[src/rtl/ipbase_intf_axi_rd_wrr_sched_pkg.sv]
// Shared types and constants for the AXI read-address WRR scheduler.
// Latency: n/a (types, constants and a width helper only).
// Backpressure: n/a.
package ipbase_intf_axi_rd_wrr_sched_pkg;

  // Which requester currently holds priority.
  typedef enum logic {
    SERVE0 = 1'b0,
    SERVE1 = 1'b1
  } serve_e;

  // A programmed weight of zero behaves as this value.
  localparam int DEFAULT_WEIGHT = 1;

  // Width needed to hold an outstanding count in the range 0..max_ostd.
  function automatic int ostd_cnt_w(input int max_ostd);
    return $clog2(max_ostd + 1);
  endfunction

endpackage

[src/rtl/ipbase_intf_axi_ostd_cnt.sv]
// Per-source outstanding-burst counter: +1 on grant, -1 on retire, saturating at 0.
// Latency: count updates one cycle after inc/dec; full and err are combinational.
// Backpressure: full tells the arbiter to stop granting this source.
// Ports: sys_clk/sys_rst clock and async reset; inc/dec events; cnt live count;
//        full when cnt reaches MAX_OSTD; err pulses on a retire that finds the count at 0.
module ipbase_intf_axi_ostd_cnt
  import ipbase_intf_axi_rd_wrr_sched_pkg::*;
#(
  parameter int MAX_OSTD = 8,
  parameter int CNT_W    = ostd_cnt_w(MAX_OSTD)
) (
  input  logic             sys_clk,
  input  logic             sys_rst,
  input  logic             inc,
  input  logic             dec,
  output logic [CNT_W-1:0] cnt,
  output logic             full,
  output logic             err
);

  localparam logic [CNT_W-1:0] MAX_V = CNT_W'(MAX_OSTD);

  logic [CNT_W-1:0] cnt_q;

  assign full = (cnt_q >= MAX_V);
  // A simultaneous inc cancels the retire, so only a lone retire at 0 is an error.
  assign err  = dec & ~inc & (cnt_q == '0);
  assign cnt  = cnt_q;

  always_ff @(posedge sys_clk or posedge sys_rst) begin
    if (sys_rst) begin
      cnt_q <= '0;
    end else if (inc & ~dec & ~full) begin
      cnt_q <= cnt_q + 1'b1;
    end else if (dec & ~inc & (cnt_q != '0)) begin
      cnt_q <= cnt_q - 1'b1;
    end
  end

endmodule

[src/rtl/ipbase_intf_axi_rd_wrr_sched_v0p1.sv]
// Weighted round-robin AR scheduler for two read requesters onto one AXI4 master AR port.
// Latency: grant in cycle N drives m_axi_arvalid in cycle N+1; one burst per cycle sustained.
// Backpressure: no grant while the single AR slot is occupied and m_axi_arready is low.
// Ports: sys_clk/sys_rst; cfg_weight0/1 grant budgets; s00/s01 AR request channels with
//        combinational arready grants; m_axi_ar* registered AR slot; m_axi_r* monitor taps;
//        ostd_cnt0/1 outstanding counts; ostd_err sticky accounting error.
// Optional: IPBASE_AXI_RD_WRR_SCHED_DFX_EN adds dfx_cfg0 (bit0 clears) and dfx_sta0 counters.
module ipbase_intf_axi_rd_wrr_sched_v0p1
  import ipbase_intf_axi_rd_wrr_sched_pkg::*;
#(
  parameter int S00_AXI_ID_SET = 0,
  parameter int S01_AXI_ID_SET = 1,
  parameter int AXI_ID_WIDTH   = 4,
  parameter int AXI_ADDR_WIDTH = 32,
  parameter int MAX_OSTD       = 8,
  parameter int WEIGHT_WIDTH   = 4
) (
  input  logic                                  sys_clk,
  input  logic                                  sys_rst,
`ifdef IPBASE_AXI_RD_WRR_SCHED_DFX_EN
  input  logic [31:0]                           dfx_cfg0,
  output logic [31:0]                           dfx_sta0,
`endif
  input  logic [WEIGHT_WIDTH-1:0]               cfg_weight0,
  input  logic [WEIGHT_WIDTH-1:0]               cfg_weight1,
  input  logic [AXI_ID_WIDTH-1:0]               s00_axi_arid,
  input  logic [AXI_ADDR_WIDTH-1:0]             s00_axi_araddr,
  input  logic [7:0]                            s00_axi_arlen,
  input  logic                                  s00_axi_arvalid,
  output logic                                  s00_axi_arready,
  input  logic [AXI_ID_WIDTH-1:0]               s01_axi_arid,
  input  logic [AXI_ADDR_WIDTH-1:0]             s01_axi_araddr,
  input  logic [7:0]                            s01_axi_arlen,
  input  logic                                  s01_axi_arvalid,
  output logic                                  s01_axi_arready,
  output logic [AXI_ID_WIDTH-1:0]               m_axi_arid,
  output logic [AXI_ADDR_WIDTH-1:0]             m_axi_araddr,
  output logic [7:0]                            m_axi_arlen,
  output logic                                  m_axi_arvalid,
  input  logic                                  m_axi_arready,
  input  logic [AXI_ID_WIDTH-1:0]               m_axi_rid,
  input  logic                                  m_axi_rlast,
  input  logic                                  m_axi_rvalid,
  input  logic                                  m_axi_rready,
  output logic [ostd_cnt_w(MAX_OSTD)-1:0]       ostd_cnt0,
  output logic [ostd_cnt_w(MAX_OSTD)-1:0]       ostd_cnt1,
  output logic                                  ostd_err
);

  localparam logic [AXI_ID_WIDTH-1:0] ID0 = AXI_ID_WIDTH'(S00_AXI_ID_SET);
  localparam logic [AXI_ID_WIDTH-1:0] ID1 = AXI_ID_WIDTH'(S01_AXI_ID_SET);

  serve_e                  state_q, state_d;
  logic [WEIGHT_WIDTH-1:0] cnt_q, cnt_d;
  logic [WEIGHT_WIDTH-1:0] w0, w1, w_sel;
  logic [WEIGHT_WIDTH:0]   n_cnt;

  logic slot_free, elig0, elig1;
  logic gnt_vld, gnt_src;
  logic full0, full1, cnt_err0, cnt_err1;
  logic r_done, rid_hit0, rid_hit1, rid_miss;
  logic err_q;

  assign w0 = (cfg_weight0 == '0) ? WEIGHT_WIDTH'(DEFAULT_WEIGHT) : cfg_weight0;
  assign w1 = (cfg_weight1 == '0) ? WEIGHT_WIDTH'(DEFAULT_WEIGHT) : cfg_weight1;

  // The slot may be refilled in the same cycle its current burst handshakes.
  assign slot_free = ~m_axi_arvalid | m_axi_arready;
  // Reset gating keeps arready low while reset is asserted, independent of any flop.
  assign elig0 = s00_axi_arvalid & ~full0 & slot_free & ~sys_rst;
  assign elig1 = s01_axi_arvalid & ~full1 & slot_free & ~sys_rst;

  // FSM: state register
  always_ff @(posedge sys_clk or posedge sys_rst) begin
    if (sys_rst) begin
      state_q <= SERVE0;
      cnt_q   <= '0;
    end else begin
      state_q <= state_d;
      cnt_q   <= cnt_d;
    end
  end

  // FSM: next state. A run continues only while the same source keeps winning;
  // weights are read live so a lowered weight ends the run on the next grant.
  always_comb begin
    state_d = state_q;
    cnt_d   = cnt_q;
    w_sel   = w0;
    n_cnt   = '0;
    if (gnt_vld) begin
      w_sel = gnt_src ? w1 : w0;
      n_cnt = (gnt_src == state_q) ? ({1'b0, cnt_q} + 1'b1) : (WEIGHT_WIDTH+1)'(1);
      if (n_cnt >= {1'b0, w_sel}) begin
        state_d = gnt_src ? SERVE0 : SERVE1;
        cnt_d   = '0;
      end else begin
        state_d = gnt_src ? SERVE1 : SERVE0;
        cnt_d   = n_cnt[WEIGHT_WIDTH-1:0];
      end
    end
  end

  // FSM: outputs. Priority source first, the other one only as a fallback.
  always_comb begin
    gnt_vld = 1'b0;
    gnt_src = 1'b0;
    if (state_q == SERVE0) begin
      if (elig0) begin
        gnt_vld = 1'b1;
        gnt_src = 1'b0;
      end else if (elig1) begin
        gnt_vld = 1'b1;
        gnt_src = 1'b1;
      end
    end else begin
      if (elig1) begin
        gnt_vld = 1'b1;
        gnt_src = 1'b1;
      end else if (elig0) begin
        gnt_vld = 1'b1;
        gnt_src = 1'b0;
      end
    end
    s00_axi_arready = gnt_vld & ~gnt_src;
    s01_axi_arready = gnt_vld &  gnt_src;
  end

  // AR output slot; payload is only written on a grant, so it holds while stalled.
  always_ff @(posedge sys_clk or posedge sys_rst) begin
    if (sys_rst) begin
      m_axi_arvalid <= 1'b0;
      m_axi_arid    <= '0;
      m_axi_araddr  <= '0;
      m_axi_arlen   <= '0;
    end else if (gnt_vld) begin
      m_axi_arvalid <= 1'b1;
      m_axi_arid    <= gnt_src ? s01_axi_arid   : s00_axi_arid;
      m_axi_araddr  <= gnt_src ? s01_axi_araddr : s00_axi_araddr;
      m_axi_arlen   <= gnt_src ? s01_axi_arlen  : s00_axi_arlen;
    end else if (slot_free) begin
      m_axi_arvalid <= 1'b0;
    end
  end

  // Burst retirement seen on the R channel.
  assign r_done   = m_axi_rvalid & m_axi_rready & m_axi_rlast;
  assign rid_hit0 = r_done & (m_axi_rid == ID0);
  assign rid_hit1 = r_done & (m_axi_rid == ID1);
  assign rid_miss = r_done & ~(m_axi_rid == ID0) & ~(m_axi_rid == ID1);

  ipbase_intf_axi_ostd_cnt #(.MAX_OSTD(MAX_OSTD)) u_ostd0 (
    .sys_clk (sys_clk),
    .sys_rst (sys_rst),
    .inc     (s00_axi_arready),
    .dec     (rid_hit0),
    .cnt     (ostd_cnt0),
    .full    (full0),
    .err     (cnt_err0)
  );

  ipbase_intf_axi_ostd_cnt #(.MAX_OSTD(MAX_OSTD)) u_ostd1 (
    .sys_clk (sys_clk),
    .sys_rst (sys_rst),
    .inc     (s01_axi_arready),
    .dec     (rid_hit1),
    .cnt     (ostd_cnt1),
    .full    (full1),
    .err     (cnt_err1)
  );

  always_ff @(posedge sys_clk or posedge sys_rst) begin
    if (sys_rst) begin
      err_q <= 1'b0;
    end else if (cnt_err0 | cnt_err1 | rid_miss) begin
      err_q <= 1'b1;
    end
  end

  assign ostd_err = err_q;

`ifdef IPBASE_AXI_RD_WRR_SCHED_DFX_EN
  logic [11:0] dfx_gnt0_q, dfx_gnt1_q;
  logic [7:0]  dfx_stall_q;

  always_ff @(posedge sys_clk or posedge sys_rst) begin
    if (sys_rst) begin
      dfx_gnt0_q  <= '0;
      dfx_gnt1_q  <= '0;
      dfx_stall_q <= '0;
    end else if (dfx_cfg0[0]) begin
      dfx_gnt0_q  <= '0;
      dfx_gnt1_q  <= '0;
      dfx_stall_q <= '0;
    end else begin
      if (s00_axi_arready && (dfx_gnt0_q != 12'hFFF)) dfx_gnt0_q <= dfx_gnt0_q + 12'd1;
      if (s01_axi_arready && (dfx_gnt1_q != 12'hFFF)) dfx_gnt1_q <= dfx_gnt1_q + 12'd1;
      if (m_axi_arvalid && !m_axi_arready && (dfx_stall_q != 8'hFF))
        dfx_stall_q <= dfx_stall_q + 8'd1;
    end
  end

  assign dfx_sta0 = {dfx_gnt0_q, dfx_gnt1_q, dfx_stall_q};
`endif

endmodule
[config.mk]
export PLATFORM = sky130hd
export DESIGN_NAME = ipbase_intf_axi_rd_wrr_sched_v0p1
export DESIGN_NICKNAME = d
export VERILOG_FILES = /design/src/rtl/ipbase_intf_axi_rd_wrr_sched_pkg.sv /design/src/rtl/ipbase_intf_axi_ostd_cnt.sv /design/src/rtl/ipbase_intf_axi_rd_wrr_sched_v0p1.sv
export SDC_FILE = /design/constraint.sdc
export NUM_CORES = 1
export LEC_CHECK = 0
export CORE_MARGIN = 2
export CORE_UTILIZATION = 40
export DETAILED_ROUTE_END_ITERATION = 8
export PLACE_DENSITY = 0.92
export SYNTH_ARGS = -nofsm -noshare
export SYNTH_HDL_FRONTEND = slang
export SYNTH_SLANG_ARGS = --single-unit
[constraint.sdc]
create_clock -name sys_clk -period 9 [get_ports sys_clk]
set_input_delay 2.7 -clock sys_clk [delete_from_list [all_inputs] [get_ports sys_clk]]
set_output_delay 2.7 -clock sys_clk [all_outputs]
set_load 0.05 [all_outputs]
Word-level counts from Yosys, hierarchy flattened --
Cells that the tools add are included.
Word-level totals: register bits after elaboration 59, output and inout bits 56
Operators by class: add/sub/neg operators 5, order comparisons 3, equality and inequality tests 2, multiplexer cells 24, bitwise gates (word level) 38, reductions and logical operators 10
Operators with widths (count):
- 4-bit two-way mux | 9
- 32-bit two-way mux | 1
- 1-bit AND | 24
- 4-bit logical NOT | 5
- 1-bit two-way mux | 12
- 1-bit inverter | 11
- 4-bit by 1-bit adder with 4-bit output (second input constant) | 2
- 4-bit >= comparator (second input constant) | 2
- 8-bit two-way mux | 1
- 4-bit nonzero test | 2
- 4-bit by 1-bit subtractor with 4-bit output (second input constant) | 2
- 2-bit nonzero test | 3
- 4-bit by 1-bit adder with 5-bit output (second input constant) | 1
- 5-bit by 4-bit >= comparator with 1-bit output | 1
- 5-bit two-way mux | 1
- 4-bit by 1-bit == test with 1-bit output (second input constant) | 1
- 1-bit OR | 3
- 1-bit == test | 1

Logic depth before layout (Yosys ltp) --
depth after elaboration 15, mapped depth 12, gate-level depth less buffers 10

Cells and area by module --
Synthesis repeated with hierarchy kept, for this count alone.
Second synthesis, totals: cell total of the unflattened synthesis 323, area, all modules 3055.4 um2
By module, submodules not included:
- ipbase_intf_axi_rd_wrr_sched_v0p1 | instances 1, cells an instance 267, area an instance 2467.4 um2, sequential area each 1276.2 um2
- ipbase_intf_axi_ostd_cnt | instances 2, cells an instance 28, area an instance 294.0 um2, sequential area each 100.1 um2

Least setup slack after synthesis --
No wires, ideal clock.
path type input-to-output, start input m_axi_arready, end output s00_axi_arready, data arrival time 3.997 ns, data required time 6.300 ns, setup slack 2.303 ns, stages on the path 4, path through nor2b_1 -> buf_2 -> nor4_4 -> clkbuf_1
On the way: word-level cells in the longest chain between the ends 8, elaborated cells between the ends (all ways) 14
RTL lines:
- from (decl) | RTL line ipbase_intf_axi_rd_wrr_sched_v0p1.sv:40 | input logic m_axi_arready,
- 1-bit OR (*) | RTL line ipbase_intf_axi_rd_wrr_sched_v0p1.sv:68 | assign slot_free = ~m_axi_arvalid | m_axi_arready;
- 1-bit AND (2 in series) | RTL line ipbase_intf_axi_rd_wrr_sched_v0p1.sv:71 | assign elig1 = s01_axi_arvalid & ~full1 & slot_free & ~sys_rst;
- 1-bit two-way mux | RTL line ipbase_intf_axi_rd_wrr_sched_v0p1.sv:112, ipbase_intf_axi_rd_wrr_sched_v0p1.sv:117
- 1-bit two-way mux | RTL line ipbase_intf_axi_rd_wrr_sched_v0p1.sv:109 | if (elig0) begin
- 1-bit two-way mux | RTL line ipbase_intf_axi_rd_wrr_sched_v0p1.sv:108 | if (state_q == SERVE0) begin
- 1-bit inverter | RTL line ipbase_intf_axi_rd_wrr_sched_v0p1.sv:125 | s00_axi_arready = gnt_vld & ~gnt_src;
- 1-bit AND (*) | RTL line ipbase_intf_axi_rd_wrr_sched_v0p1.sv:125
- to (decl) | RTL line ipbase_intf_axi_rd_wrr_sched_v0p1.sv:30 | output logic s00_axi_arready,
Every way passes the cells marked *; elsewhere a longest branch is shown, timed or not.

Worst setup path after layout --
start input sys_rst, end output s01_axi_arready
On the way: word-level cells in the longest chain between the ends 6, elaborated cells between the ends (all ways) 11
RTL lines:
- from (decl) | RTL line ipbase_intf_axi_rd_wrr_sched_v0p1.sv:19 | input logic sys_rst,
- 1-bit inverter (*) | RTL line ipbase_intf_axi_rd_wrr_sched_v0p1.sv:70, ipbase_intf_axi_rd_wrr_sched_v0p1.sv:71
- 1-bit AND (on tied branches) | RTL line ipbase_intf_axi_rd_wrr_sched_v0p1.sv:71, ipbase_intf_axi_rd_wrr_sched_v0p1.sv:70
- 1-bit two-way mux (on tied branches) | RTL line ipbase_intf_axi_rd_wrr_sched_v0p1.sv:112, ipbase_intf_axi_rd_wrr_sched_v0p1.sv:117, ipbase_intf_axi_rd_wrr_sched_v0p1.sv:120
- 1-bit two-way mux (on tied branches) | RTL line ipbase_intf_axi_rd_wrr_sched_v0p1.sv:109, ipbase_intf_axi_rd_wrr_sched_v0p1.sv:117
- 1-bit two-way mux | RTL line ipbase_intf_axi_rd_wrr_sched_v0p1.sv:108
- 1-bit AND (*) | RTL line ipbase_intf_axi_rd_wrr_sched_v0p1.sv:126 | s01_axi_arready = gnt_vld & gnt_src;
- to (decl) | RTL line ipbase_intf_axi_rd_wrr_sched_v0p1.sv:35 | output logic s01_axi_arready,
Marked as above.

==> flow_summary.ini <==
[yosys]
ys_warn_count = 0
synth_top_family_by_area = compound AO/OA/AOI/OAI gates
yosys.area_share.simple_pct = 11.39
synth_nets = 395
synth-adder-area-share_pct = 5.035
ys_seq_elements = 59
synth-xor-area-share_pct = 1.156
seq_area_frac_synth_pct = 48.70
yosysUniqueCellTypes = 49
synth_compound_area_share_pct = 20.92
syn_inst = 276
syn_area_per_cell_um2 = 10.98
synthMuxAreaShare_pct = 4.127
syn_area_um2 = 3032

[routing]
wl_per_cell_um = 17.08
dr.pass1.iters = 9
vias = 3010
first_iter_violations = 297
antenna_left = 0
drc = 0
totalWireLength_um = 9208
vias_per_cell = 5.584

[outcome]
status = finished clean

[global_route]
grt_pass1_vias = 3143
grtUsageTotal_pct = 22.27
grt_max_degree = 58
gr-total-overflow = 0
antenna_found_initial = 0
grt_pass1_wl_um = 14850

[timing]
finalCriticalPeriod_ps = 7284
fmax_mhz = 137.3
setup_viol = 0
setup_tns_ps = 0
slew_headroom_pct = 22.48
timing.final.hold_violations = 0
fin_crit_sh_pct = 80.93
drv_slew = 0
rsz0062_at_grt = no
clock_skew_ps = 14.46
tightest_slew_ps = 1160

[setup_path]
cp_data_arrival_time_ps = 4580
critPathMaxFanout = 5
endpoint_kind = output pin
crit_path_start_kind = input pin
path_class = input pin to output pin
required_ps = 6300

[cells_and_area]
syn_to_final_growth_pct = 62.81
drive_above_1_share_pct = 7.273
n_antenna_cell = 0
nets = 554

[cts]
hold_buffers = 0
cts-root-buf = clkbuf_8
clk_path_buf_depth = 2
clkTransAtPathRegs_ps = 70
numCtsBuffers = 9
htreeDepth = 3
cts_resized = 0
cts_tree = done
clock_sinks = 59
clk_latency_ps = 330
postCtsSetupBuffers = 0

[power_and_ir_drop]
powerDensity_nw_per_um2 = 355.2
p_leak_nw = 2.263
power.share.switching_pct = 48.18
clockPowerShare_pct = 13.9
pwr-share-seq_pct = 27.5
ir_drop_uv = 210.4
combPwrFrac_pct = 58.6
p_switching_w = 0.0008448
internal-power_w = 0.0009085
fin_total_pwr_w = 0.001753

[placement]
numPortBuffers = 163
hpwl_um = 6775
gp_congestion = 0.8188

[floorplan]
rows = 31
ios = 164
die-area_um2 = 8292
start_util_pct = 41.58
die_y_um = 91.06
core_area_um2 = 7292
die_w_um = 91.06

[min_path]
hp-class = flop to flop

[run]
maxCapViolations = 0
## power groups by stage
stage               clock [W]  sequential [W]  combinational, W
CTS                  0.000251        0.000481           0.00103
finish               0.000244        0.000482           0.00103
floorplan                   0        0.000850          0.000295
global placement            0        0.000476          0.000999
detailed placement          0        0.000480           0.00103
global route         0.000263        0.000496           0.00109
## registers in the layout, summed over array words and instances, names as in the netlist
| signal | count |
|---|---|
| u_ostd1.cnt | 4 |
| ostd_err | 1 |
| m_axi_araddr | 32 |
| state_q | 1 |
| m_axi_arlen | 8 |
| m_axi_arvalid | 1 |
| u_ostd0.cnt | 4 |
| cnt_q | 4 |
| m_axi_arid | 4 |
## worst paths after layout
| kind | start | to | slack (ps) | cells past startpoint |
|---|---|---|---|---|
| worst max-delay path | sys_rst | s01_axi_arready | 1720 | 3 |
| worst min register to register | m_axi_araddr[28] | m_axi_araddr[28] | 500 | 2 |
| worst min-delay path | m_axi_araddr[28] | m_axi_araddr[28] | 500 | 2 |
| max in group asynchronous | sys_rst | m_axi_araddr[12] | 5290 | 3 |
| min in group asynchronous | sys_rst | cnt_q[3] | 2800 | 2 |
| worst max register to register | u_ostd1.cnt[3] | cnt_q[3] | 5660 | 11 |
## logic make-up (layout without fill, tap and decap cells)
kind of cell             after synthesis  in the layout
AO/OA/AOI/OAI                         71             71
buffers and inverters                 66            230
flip-flops                            59             59
AND/OR/NAND/NOR                       54             54
adder cells (fa/ha/maj)               11             11
multiplexers                          11             11
XOR/XNOR                               4              4
## synth_stat cells (all sizes together)
cell     n  area share (%)
a211oi   1            0.25
a21bo    1            0.33
a21o     3            0.74
a21oi    6             1.1
a221o    1            0.33
a221oi   1            0.29
a222oi  44              15
a41oi    1            0.29
and2     2            0.41
and3     2            0.41
and3b    1            0.29
buf      5             1.1
clkbuf  13             1.6
dfrtp   59              49
fa       2             1.3
ha       9             3.7
inv     48             5.9
mux2     6             2.5
mux2i    5             1.7
nand2   12             1.5
nand2b   6             1.2
nand3    6            0.99
nor2     5            0.70
nor2b    1            0.21
nor3     8             2.1
nor3b    1            0.25
nor4     3             1.6
o211ai   3            0.74
o21ai    3            0.50
o21ba    1            0.33
o21bai   1            0.25
o22ai    1            0.21
o311ai   1            0.29
o31ai    3            0.74
or2      1            0.21
or3      3            0.78
or4      3            0.74
xnor2    1            0.29
xor2     3            0.87
## area by class of cell
cell class              instances  area, µm²
multi-input cells             151       1297
inverters                      48      180.2
flip-flops and latches         59       1476
well taps                      99      123.9
clock inverters                 4      48.80
clock buffers                  12      155.1
fillers                       566       2356
repair buffers                166       1654
## worst max-delay path: stages
cell and delay [ps]:
clkdlybuf4s50_1 600, nor4_4 400, clkdlybuf4s50_1 870
## placed cells by master, fill, tap and decap left out, drive strengths merged, types with 5 or more instances in the layout
master         count
a21oi              6
a222oi            44
clkbuf            12
clkdlybuf4s50    163
dfrtp             59
ha                 9
inv               48
mux2               6
mux2i              5
nand2             12
nand2b             6
nand3              6
nor2               5
nor3               8
## routing by layer
layer,track usage [%],routed length (µm)
met1,26.83,3583
met2,36.73,4602
met3,5.726,740
met4,11.49,282
met5,0,0
## metrics by stage
step	hold slack, ps	area, µm²	cells	setup slack, ps	utilization (%)
6_report	497.5	4936	539	1716	67.69
5_1_grt	522.2	4936	539	1645	67.69
4_1_cts	500.8	4936	539	1702	67.69
3_5_place_dp	477.8	4732	523	1715	64.89
3_3_place_gp	471.5	4732	523	1725	64.89
2_1_floorplan	475.5	3032	276	2303	-
(Power assumes the default switching activity.)
==> patch (config.mk and constraints unchanged) <==
The option `IPBASE_AXI_RD_WRR_SCHED_DFX_EN` is turned on by a define.
--- a/src/rtl/ipbase_intf_axi_rd_wrr_sched_v0p1.sv
+++ b/src/rtl/ipbase_intf_axi_rd_wrr_sched_v0p1.sv
@@ -5,6 +5,8 @@
 //        combinational arready grants; m_axi_ar* registered AR slot; m_axi_r* monitor taps;
 //        ostd_cnt0/1 outstanding counts; ostd_err sticky accounting error.
 // Optional: IPBASE_AXI_RD_WRR_SCHED_DFX_EN adds dfx_cfg0 (bit0 clears) and dfx_sta0 counters.
+`define IPBASE_AXI_RD_WRR_SCHED_DFX_EN
+
 module ipbase_intf_axi_rd_wrr_sched_v0p1
   import ipbase_intf_axi_rd_wrr_sched_pkg::*;
 #(
Ports: changed (added dfx_cfg0 and dfx_sta0); port bits go from 164 to 228. The function was not compared with the original's and may differ.
==> patch against the unedited design <==
  * Setup slack lost 420 ps
  * Routed wire length grew 50%
  * Critical path depth grew 2
  * Count of clock-buffer cells in the layout is the same
  * Sequential cell count grew 32
  * Synthesized area grew 54%
  * Register-to-register slack lost 310 ps
  * Total power grew 19%
  * Final area grew 42%
  * Synthesized cell count grew 61%
  * Non-clock buffer count grew 34
  * Sequential power grew 32%
  * Clock power grew 57%
  * Critical endpoint is now s00_axi_arready
  * Largest cell class is now sequential cells
==> patch: results (changes against the unedited design) <==
share of cells above drive strength 1 5.48% (-1.8 points); Worst Path Max Fanout 13 (+8); port buffer count 196 (+20%); number of global-route vias before repair 4498 (+43%); global-route wire length before repair 21.9 mm (+48%); Static Leak 2.99 nW (+32%); gr usage total 21.8% (-0.43 points); worst slew pin tran 1150 ps (-12.3 ps); Area contributors post-synth dfrtp_1, a222oi_1, inv_1; Biggest register m_axi_araddr; CTS root buf clkbuf_16; final net count 788 (+42%); Int Power 0.00118 W (+30%); dpl cell area 6720 um^2 (+42%); delay of the slowest critical-path stage ~860 ps; complex-gate fraction of the synthesized area 14.6% (-6.3 points); met3 GRT Util 3.92% (-1.8 points); Routability Congestion 0.896 (+9.4%); Async SR Flop Fraction 100% (unchanged); register area share after synthesis 48.9% (+0.20 points); post-synthesis adder-cell area fraction 4.08% (-0.95 points); met1 WL 5.48 mm (+53%); GR Util met1 25.8% (-1.0 points); biggest regs m_axi_araddr x32, dfx_gnt0_q x12, dfx_gnt1_q x12; largest net degree at the start of global routing 57 (-1.7%); Initial DRC Count 430 (+45%); M2 GR Usage 38.5% (+1.8 points); cell total after placement 766 (+46%); CP arrival 5000 ps (+420 ps); post-DR wirelength/cell 17.7 um (+3.6%); Setup Skew 6.05 ps (-8.41 ps); Avg Inst Size Synth 10.5 um^2 (-4.7%); status complete, no violations; pre-CTS setup slack 1290 ps (-426 ps); routed wl met3 895 um (+21%); cts repair resizes 0 (unchanged); HPWL after DPL 10.0 mm (+48%); XOR/XNOR share of the synthesized area 5.45% (+4.3 points); Post-Syn Nets 599 (+52%); fill count 933 (+65%); Peak VDD IR 236 uV (+12%)
patch: cell types whose count changed after synthesis, moves of 4 or more:
cell / unedited run / this run
xnor2_1: 1 / 20
xor2_1: 3 / 9
nor3_1: 6 / 15
nor2b_1: 1 / 5
nor2_1: 4 / 37
and3_1: 2 / 7
nand4_1: 0 / 10
nand2_1: 12 / 25
nor3b_1: 1 / 5
nor4_2: 0 / 6
nand3_1: 6 / 15
dfrtp_1: 59 / 91
buf_2: 3 / 9
patch: power groups by stage:
stage	Sequential, W	Clock (W)	Combinational [W]
2_1_floorplan	0.00102	0	0.000319
3_3_place_gp	0.000628	0	0.00105
3_5_place_dp	0.000638	0	0.00108
4_1_cts	0.000633	0.000391	0.00108
5_1_grt	0.000652	0.000405	0.00114
6_report	0.000635	0.000382	0.00108
patch: area by class of cell:
cell class / instances / area (um^2) / share of cell area [%]
Sequential cell: 91 / 2280 / 32.4
Multi-Input combinational cell: 282 / 2080 / 29.7
Timing Repair Buffer: 200 / 1990 / 28.4
Clock buffer: 12 / 256 / 3.65
Inverter: 50 / 189 / 2.69
Tap cell: 143 / 179 / 2.55
Clock inverter: 4 / 48.8 / 0.695
patch: final timing paths:
path | startpoint | to | slack [ps] | cells past startpoint
max in group asynchronous | sys_rst | dfx_gnt1_q[7] | 5050 | 3
min | ostd_err | ostd_err | 490 | 2
max reg2reg | u_ostd1.cnt[3] | state_q | 5350 | 12
min in group asynchronous | sys_rst | dfx_stall_q[2] | 2880 | 2
min reg2reg | ostd_err | ostd_err | 490 | 2
max | s01_axi_arvalid | s00_axi_arready | 1300 | 5
patch: worst min-delay path, delay by kind of cell, from the launching register on:
kind            cells  cell delay (ps)
flops               1              340
compound gates      2              110
